## src/rtl/sum_result_buffer_if.sv

```systemverilog
// sum_result_buffer_if
//   Bundles the credit, adder-result and consumer-side signals of
//   sum_result_buffer. Clock and reset stay plain ports on the module.
//
//   master : the buffer itself (drives credit, head result, status)
//   slave  : the surrounding system (issue logic, adder output, consumer)
//
//   issue_req  upstream wants to launch an add this cycle
//   issue_ok   credit available; an add launches iff issue_req & issue_ok
//   add_v      adder result valid
//   add_sum    adder result
//   m_valid    result available at FIFO head
//   m_data     head result
//   m_ready    consumer accepts head
//   occupancy  entries stored in the FIFO
//   err        sticky protocol error
interface sum_result_buffer_if #(
  parameter int WIDTH = 32,
  parameter int DEPTH = 8
) ();
  localparam int CW = $clog2(DEPTH + 1);

  logic             issue_req;
  logic             issue_ok;
  logic             add_v;
  logic [WIDTH-1:0] add_sum;
  logic             m_valid;
  logic [WIDTH-1:0] m_data;
  logic             m_ready;
  logic [CW-1:0]    occupancy;
  logic             err;

  modport master (
    input  issue_req, add_v, add_sum, m_ready,
    output issue_ok, m_valid, m_data, occupancy, err
  );

  modport slave (
    output issue_req, add_v, add_sum, m_ready,
    input  issue_ok, m_valid, m_data, occupancy, err
  );
endinterface

```

## src/rtl/sum_result_buffer.sv

```systemverilog
// sum_result_buffer
//   Captures every result pulse from the fixed-latency pipelined adder into
//   a small FIFO and presents it on a valid/ready interface. Credits are
//   handed upstream so an add is only launched when its result is
//   guaranteed a slot. After reset a drain window of LATENCY cycles drops
//   results that were already travelling through the adder.
//
//   clk  rising-edge clock
//   rst  synchronous active-high reset
//   bus  sum_result_buffer_if.master (credit, adder result, consumer side)
//
//   LATENCY must be at least 1; DEPTH is a power of two.
//
//   state | meaning
//   DRAIN | post-reset window; no credit, add_v ignored, drain_cnt counts down
//   RUN   | normal operation; left only through rst
module sum_result_buffer #(
  parameter int WIDTH   = 32,
  parameter int DEPTH   = 8,
  parameter int LATENCY = 5
) (
  input logic               clk,
  input logic               rst,
  sum_result_buffer_if.master bus
);
  localparam int PW = $clog2(DEPTH);
  localparam int CW = $clog2(DEPTH + 1);
  localparam int DW = $clog2(LATENCY + 1);
  localparam logic [CW-1:0] DEPTH_C = CW'(DEPTH);

  typedef enum logic {ST_DRAIN, ST_RUN} state_e;

  state_e           state_q, state_d;
  logic [DW-1:0]    drain_cnt_q, drain_cnt_d;
  logic [PW-1:0]    wr_ptr_q, wr_ptr_d;
  logic [PW-1:0]    rd_ptr_q, rd_ptr_d;
  logic [CW-1:0]    occ_q, occ_d;
  logic [CW-1:0]    rsv_q, rsv_d;
  logic             err_q, err_d;
  logic [WIDTH-1:0] mem_q [DEPTH];

  logic run, full, issue_ok, issue, pop, push, overflow, orphan;

  // Control FSM: DRAIN lasts exactly LATENCY cycles after reset.
  always_comb begin
    state_d     = state_q;
    drain_cnt_d = drain_cnt_q;
    if (state_q == ST_DRAIN) begin
      drain_cnt_d = drain_cnt_q - DW'(1);
      if (drain_cnt_q == DW'(1)) begin
        state_d = ST_RUN;
      end
    end
  end

  always_comb begin
    run      = (state_q == ST_RUN);
    full     = (occ_q == DEPTH_C);
    issue_ok = run && (rsv_q < DEPTH_C);
    issue    = bus.issue_req && issue_ok;
    pop      = (occ_q != '0) && bus.m_ready;
    push     = run && bus.add_v && (!full || pop);
    overflow = run && bus.add_v && full && !pop;
    // A result with nothing in flight means upstream bypassed the credits.
    orphan   = run && bus.add_v && (rsv_q == occ_q);

    wr_ptr_d = push ? wr_ptr_q + PW'(1) : wr_ptr_q;
    rd_ptr_d = pop  ? rd_ptr_q + PW'(1) : rd_ptr_q;
    occ_d    = occ_q + CW'(push) - CW'(pop);
    err_d    = err_q || overflow || orphan;

    // Words pushed without a credit can make pops outnumber reservations;
    // hold at zero rather than wrap and lock out all further issues.
    rsv_d = rsv_q;
    if (issue && !pop) begin
      rsv_d = rsv_q + CW'(1);
    end else if (!issue && pop && (rsv_q != '0)) begin
      rsv_d = rsv_q - CW'(1);
    end
  end

  always_ff @(posedge clk) begin
    if (rst) begin
      state_q     <= ST_DRAIN;
      drain_cnt_q <= DW'(LATENCY);
      wr_ptr_q    <= '0;
      rd_ptr_q    <= '0;
      occ_q       <= '0;
      rsv_q       <= '0;
      err_q       <= 1'b0;
    end else begin
      state_q     <= state_d;
      drain_cnt_q <= drain_cnt_d;
      wr_ptr_q    <= wr_ptr_d;
      rd_ptr_q    <= rd_ptr_d;
      occ_q       <= occ_d;
      rsv_q       <= rsv_d;
      err_q       <= err_d;
    end
  end

  // Storage needs no reset; occupancy gates visibility.
  always_ff @(posedge clk) begin
    if (push && !rst) begin
      mem_q[wr_ptr_q] <= bus.add_sum;
    end
  end

  assign bus.issue_ok  = issue_ok;
  assign bus.m_valid   = (occ_q != '0);
  assign bus.m_data    = mem_q[rd_ptr_q];
  assign bus.occupancy = occ_q;
  assign bus.err       = err_q;
endmodule

```

## src/flat_wrapper.sv

```systemverilog
// flat-port wrapper written by rule: the top's interface ports become plain ports
module sum_result_buffer_flat 
#(
  parameter int WIDTH   = 32,
  parameter int DEPTH   = 8,
  parameter int LATENCY = 5
)
  (clk, rst, bus_issue_req, bus_add_v, bus_add_sum, bus_m_ready, bus_issue_ok, bus_m_valid, bus_m_data, bus_occupancy, bus_err);
  sum_result_buffer_if #(.WIDTH(WIDTH), .DEPTH(DEPTH)) bus_i ();
  input logic clk;
  input logic rst;
  input wire logic [$bits(bus_i.issue_req)-1:0] bus_issue_req;
  input wire logic [$bits(bus_i.add_v)-1:0] bus_add_v;
  input wire logic [$bits(bus_i.add_sum)-1:0] bus_add_sum;
  input wire logic [$bits(bus_i.m_ready)-1:0] bus_m_ready;
  output wire logic [$bits(bus_i.issue_ok)-1:0] bus_issue_ok;
  output wire logic [$bits(bus_i.m_valid)-1:0] bus_m_valid;
  output wire logic [$bits(bus_i.m_data)-1:0] bus_m_data;
  output wire logic [$bits(bus_i.occupancy)-1:0] bus_occupancy;
  output wire logic [$bits(bus_i.err)-1:0] bus_err;
  assign bus_i.issue_req = bus_issue_req;
  assign bus_i.add_v = bus_add_v;
  assign bus_i.add_sum = bus_add_sum;
  assign bus_i.m_ready = bus_m_ready;
  assign bus_issue_ok = bus_i.issue_ok;
  assign bus_m_valid = bus_i.m_valid;
  assign bus_m_data = bus_i.m_data;
  assign bus_occupancy = bus_i.occupancy;
  assign bus_err = bus_i.err;
  sum_result_buffer #(.WIDTH(WIDTH), .DEPTH(DEPTH), .LATENCY(LATENCY)) u_core (.clk(clk), .rst(rst), .bus(bus_i));
endmodule
```

## config.mk

```make
export PLATFORM = sky130hd
export DESIGN_NAME = sum_result_buffer_flat
export DESIGN_NICKNAME = d
export VERILOG_FILES = /design/src/rtl/sum_result_buffer_if.sv /design/src/rtl/sum_result_buffer.sv /design/src/flat_wrapper.sv
export SDC_FILE = /design/constraint.sdc
export NUM_CORES = 1
export LEC_CHECK = 0
export CAP_MARGIN = 25
export CORE_MARGIN = 2
export CORE_UTILIZATION = 30
export CTS_CLUSTER_SIZE = 30
export DETAILED_ROUTE_END_ITERATION = 10
export GPL_ROUTABILITY_DRIVEN = 0
export SYNTH_ARGS = -nofsm -noshare
export SYNTH_HDL_FRONTEND = slang
export SYNTH_SLANG_ARGS = --single-unit
```

## constraint.sdc

```tcl
create_clock -name clk -period 7.1 [get_ports clk]
set_input_delay 1.42 -clock clk [delete_from_list [all_inputs] [get_ports clk]]
set_output_delay 1.42 -clock clk [all_outputs]
set_load 0.05 [all_outputs]
```

# After elaboration in Yosys (flattened, before gate mapping)
# Memories as Yosys holds them, arrays and structs flattened. A register that Yosys moved wholly into a read port is not among the register bits.
# Cells that the tools add are included.
# classes
add_sub_neg	7
order_cmp	1
n_eq_ne	3
mux	8
reduce_logical	22
# ops
cell	count
$logic_and A1 B1 Y1	12
$mux W4	2
$reduce_bool A4 Y1	2
$add A3 B1 Y3 const B	2
$mux W3	2
$add A4 B1 Y4	1
$add A4 B1 Y4 const B	1
$eq A4 B4 Y1	1
$eq A4 B4 Y1 const B	1
$logic_not A1 Y1	4
$lt A4 B4 Y1 const B	1
$mux W1	4
$sub A4 B1 Y4	1
$sub A4 B1 Y4 const B	1
$eq A3 B1 Y1 const B	1
$logic_or A1 B1 Y1	3
$sub A3 B1 Y3 const B	1
$reduce_bool A2 Y1	1
# totals
register_bits	19
ramBits	256
input_bits	37
elab_cells	49
n_memories	1
# mem_list
memory	depth	word_bits	rd	rd_ports_with_merged_regs	wr	line_no	text
u_core.mem_q	8	32	1	1	1	sum_result_buffer.sv:40	logic [WIDTH-1:0] mem_q [DEPTH];

# Logic depth before layout (Yosys ltp)
# logic_depth
depth_word	8
depth_mapped	12
depth_no_buf	12

# Least setup slack after synthesis
# OpenSTA, ideal clock, no wires.
# synth_path
path_type	input port to flip-flop
from	input port bus_m_ready
to	memory u_core.mem_q[0][0], enable pin
setup_time_ns	0.513
arrival_time_ns	5.118
t_required_ns	6.587
slack_ns	1.469
path_stages	4
path_cell_list	nand2b_1 > nand3_1 > nand3_1 > nor4b_1
# synth_between
elab_chain_len	6
# synth_rtl
item	line_no	text
from (decl)	flat_wrapper.sv:15	input wire logic [$bits(bus_i.m_ready)-1:0] bus_m_ready;
$logic_and A1 B1 Y1	sum_result_buffer.sv:61	pop = (occ_q != '0) && bus.m_ready;
$logic_or A1 B1 Y1	sum_result_buffer.sv:62	push = run && bus.add_v && (!full || pop);
$logic_and A1 B1 Y1	sum_result_buffer.sv:62	
$logic_and A1 B1 Y1	sum_result_buffer.sv:104	if (push && !rst) begin
$mux W1	sum_result_buffer.sv:104	
$mux W1 (not written as such)	sum_result_buffer.sv:105	mem_q[wr_ptr_q] <= bus.add_sum;
to (decl)	sum_result_buffer.sv:40	
# No other way between the ends.

==> impl_metrics.csv <==
group,metric,value,unit
sta,hold_viol_final,0,
grt,grt_usage,11.9,%
logic_synthesis,synth_top_cell_area_share,69.8,%
floorplan,die_w,196,um
finish,syn2layout_area_growth,20.7,%
placement,place_ws,2.51,ns
power_and_ir_drop,p_leak,4.23,nW
logic_synthesis,synth_edf_count,256,
floorplan,die_h,196,um
grt,grt_pass1_vias,5387,
sta,max_freq,0.205,GHz
logic_synthesis,synth_most_common_cell,"edfxtp_1",
logic_synthesis,async_flop_share,0,%
logic_synthesis,syn_area,11000,sq um
cts,clockBufferDepth,3,
logic_synthesis,syn_nets,563,
routing,vias_per_cell,4.67,
sta,worst_pin_slew,0.981,ns
sta,finalCriticalPeriod,4.87,ns
logic_synthesis,synth-seq-cells,278,
sta,setup_viol,0,
worst_setup_path,crit_arrival,3.45,ns
routing,vias,5146,
logic_synthesis,synth_area_per_cell,21.5,sq um
floorplan,num_io_pins,76,
floorplan,num_rows,70,
logic_synthesis,synth_warnings,0,
finish,nFillCells,3369,
cts,path_clk_slew,0.06,ns
power_and_ir_drop,max-vdd-ir-drop,206,uV
cts,cts-root-buf,"clkbuf_16",
routing,wire_per_inst,20.7,um
routing,drc_errors,0,
finish,multiInputGateArea,2750,sq um
routing,drtIter0Drc,313,
logic_synthesis,synth_commonest_cells,"256 x edfxtp_1, 40 x mux4_1, 34 x mux2_2",
cts,cts_tree,"yes",
logic_synthesis,synth_area_leader_cell,"edfxtp_1",
cts,post_cts_resized,0,
sta,tns,0,ns
worst_hold_path,hp-class,"flop to flop",
grt,grt_pass1_wl,34.0,mm
worst_setup_path,crit_fanout,31,
routing,routed_wl,22.8,mm
grt,grt_start_max_net_pins,65,
floorplan,dieArea,38300,sq um
cts,h-tree-depth,1,
logic_synthesis,syn_inst,512,
floorplan,core_area,36300,sq um
grt,grt_antenna_before_repair,0,
sta,slew_headroom,34.6,%
status,outcome,"completed",
worst_setup_path,cp.required,5.68,ns
sta,post-route-period-util,68.5,%
logic_synthesis,synth.distinct_cells,39,
cts,numCtsBuffers,30,
flow_run,drv_cap,0,
cts,clock_latency,0.54,ns
routing,detail-route-antenna-nets,0,
grt,grt-ovfl-total,0,
cts,cts_setup_buffers,0,
finish,register_area,8140,sq um
power_and_ir_drop,powerDensity,344,nW/um^2
logic_synthesis,synth_area_leaders,"edfxtp_1 70%, mux4_1 9.5%, mux4_2 4.9%",
placement,io_buffers,75,
placement,hpwl,12.7,mm
sta,layout_setup_ws,2.23,ns
logic_synthesis,synth-main-ff-cell,"edfxtp_1",
sta,rsz0062_at_grt,"false",
worst_setup_path,end_kind,"output port",
finish,fin_nets,662,
finish,drive_gt1_share,20.9,%
logic_synthesis,yosysSeqAreaShare,73.8,%
floorplan,initial_utilization,30.3,%
cts,clock_sink_count,278,
sta,skew,0.0110,ns
finish,antennaDiodeCount,0,
worst_setup_path,startpoint_type,"flop",
routing,drt_pass1_iterations,4,
worst_setup_path,worstSetupPathType,"flop to output port",
cts,postCtsHoldBufs,0,
sta,slew_violations,0,
power_and_ir_drop,fin_total_pwr,4.58,mW
## sequential cells by signal, summed over array words and instances, names as in the netlist, named ones only
name and flops:
u_core.rsv_q 4, u_core.rd_ptr_q 3, u_core.wr_ptr_q 3, u_core.run 1, u_core.mem_q 256, u_core.bus.occupancy 4, u_core.drain_cnt_q 3, u_core.bus.err 1
## final cells by class
cell class | instances | area share, %
inverters | 13 | 0.367
flip-flops and latches | 278 | 61.2
clock buffers | 38 | 6.03
multi-input cells | 199 | 20.7
repair buffers | 89 | 6.58
well taps | 468 | 4.40
clock inverters | 16 | 0.809
## cells by family (layout without fill, tap and decap cells)
group | count (synthesis) | in the layout | synth area share [%]
buffers and inverters | 35 | 156 | 1.75
multiplexers | 100 | 100 | 18.1
adder cells (fa/ha/maj) | 14 | 14 | 1.73
AO/OA/AOI/OAI | 17 | 17 | 1.15
AND/OR/NAND/NOR | 56 | 56 | 2.56
flip-flops | 278 | 278 | 73.8
XOR/XNOR | 12 | 12 | 0.954
## metal layers
| layer | track usage [%] | wire [um] |
|---|---|---|
| met3 | 2.18 | 856 |
| met1 | 16.4 | 10500 |
| met2 | 19.6 | 11000 |
| met4 | 2.91 | 448 |
| met5 | 0 | 0 |
## layout by cell type, fill, tap and decap left out, types with 9 or more instances in the layout
cell,n
mux4_1,40
xnor2_1,9
mux2_2,34
ha_1,12
clkdlybuf4s50_1,75
clkbuf_16,31
inv_1,11
a21oi_1,9
mux4_2,24
nor2_1,18
buf_4,13
edfxtp_1,256
dfxtp_1,19
## worst max-delay path, cell delays in order (launching register included)
cell and delay (ns):
dfxtp_4 0.62, buf_16 0.29, buf_4 0.34, mux4_1 0.58, mux2_2 0.32, clkdlybuf4s50_1 0.73
## metrics by stage
step / cells / area (sq um) / hold slack [ns] / utilization [%]
2_1_floorplan: 512 / 11000 / 0.459 / -
3_3_place_gp: 1046 / 12400 / 0.469 / 34.0
3_5_place_dp: 1046 / 12400 / 0.468 / 34.0
4_1_cts: 1100 / 13300 / 0.482 / 36.5
5_1_grt: 1101 / 13300 / 0.527 / 36.6
6_report: 1101 / 13300 / 0.480 / 36.6
## where the power goes
group	total (mW)	switching, mW	leakage, nW	internal, mW
Combinational	1.18	0.623	1.31	0.558
Sequential	1.95	0.117	2.48	1.84
Clock	1.44	0.609	0.446	0.830
## worst paths after layout
kind,slack [ns],to,depth (start not counted),from
max,2.23,bus_m_data[2],5,flop
min,0.48,u_core.bus.err$_SDFF_PP0_,1,u_core.bus.err$_SDFF_PP0_
max reg2reg,4.03,u_core.mem_q[7][13]$_DFFE_PP_,9,u_core.bus.occupancy[2]$_SDFF_PP0_
min reg2reg,0.48,u_core.bus.err$_SDFF_PP0_,1,u_core.bus.err$_SDFF_PP0_
Power figures use the tool's default switching activity.
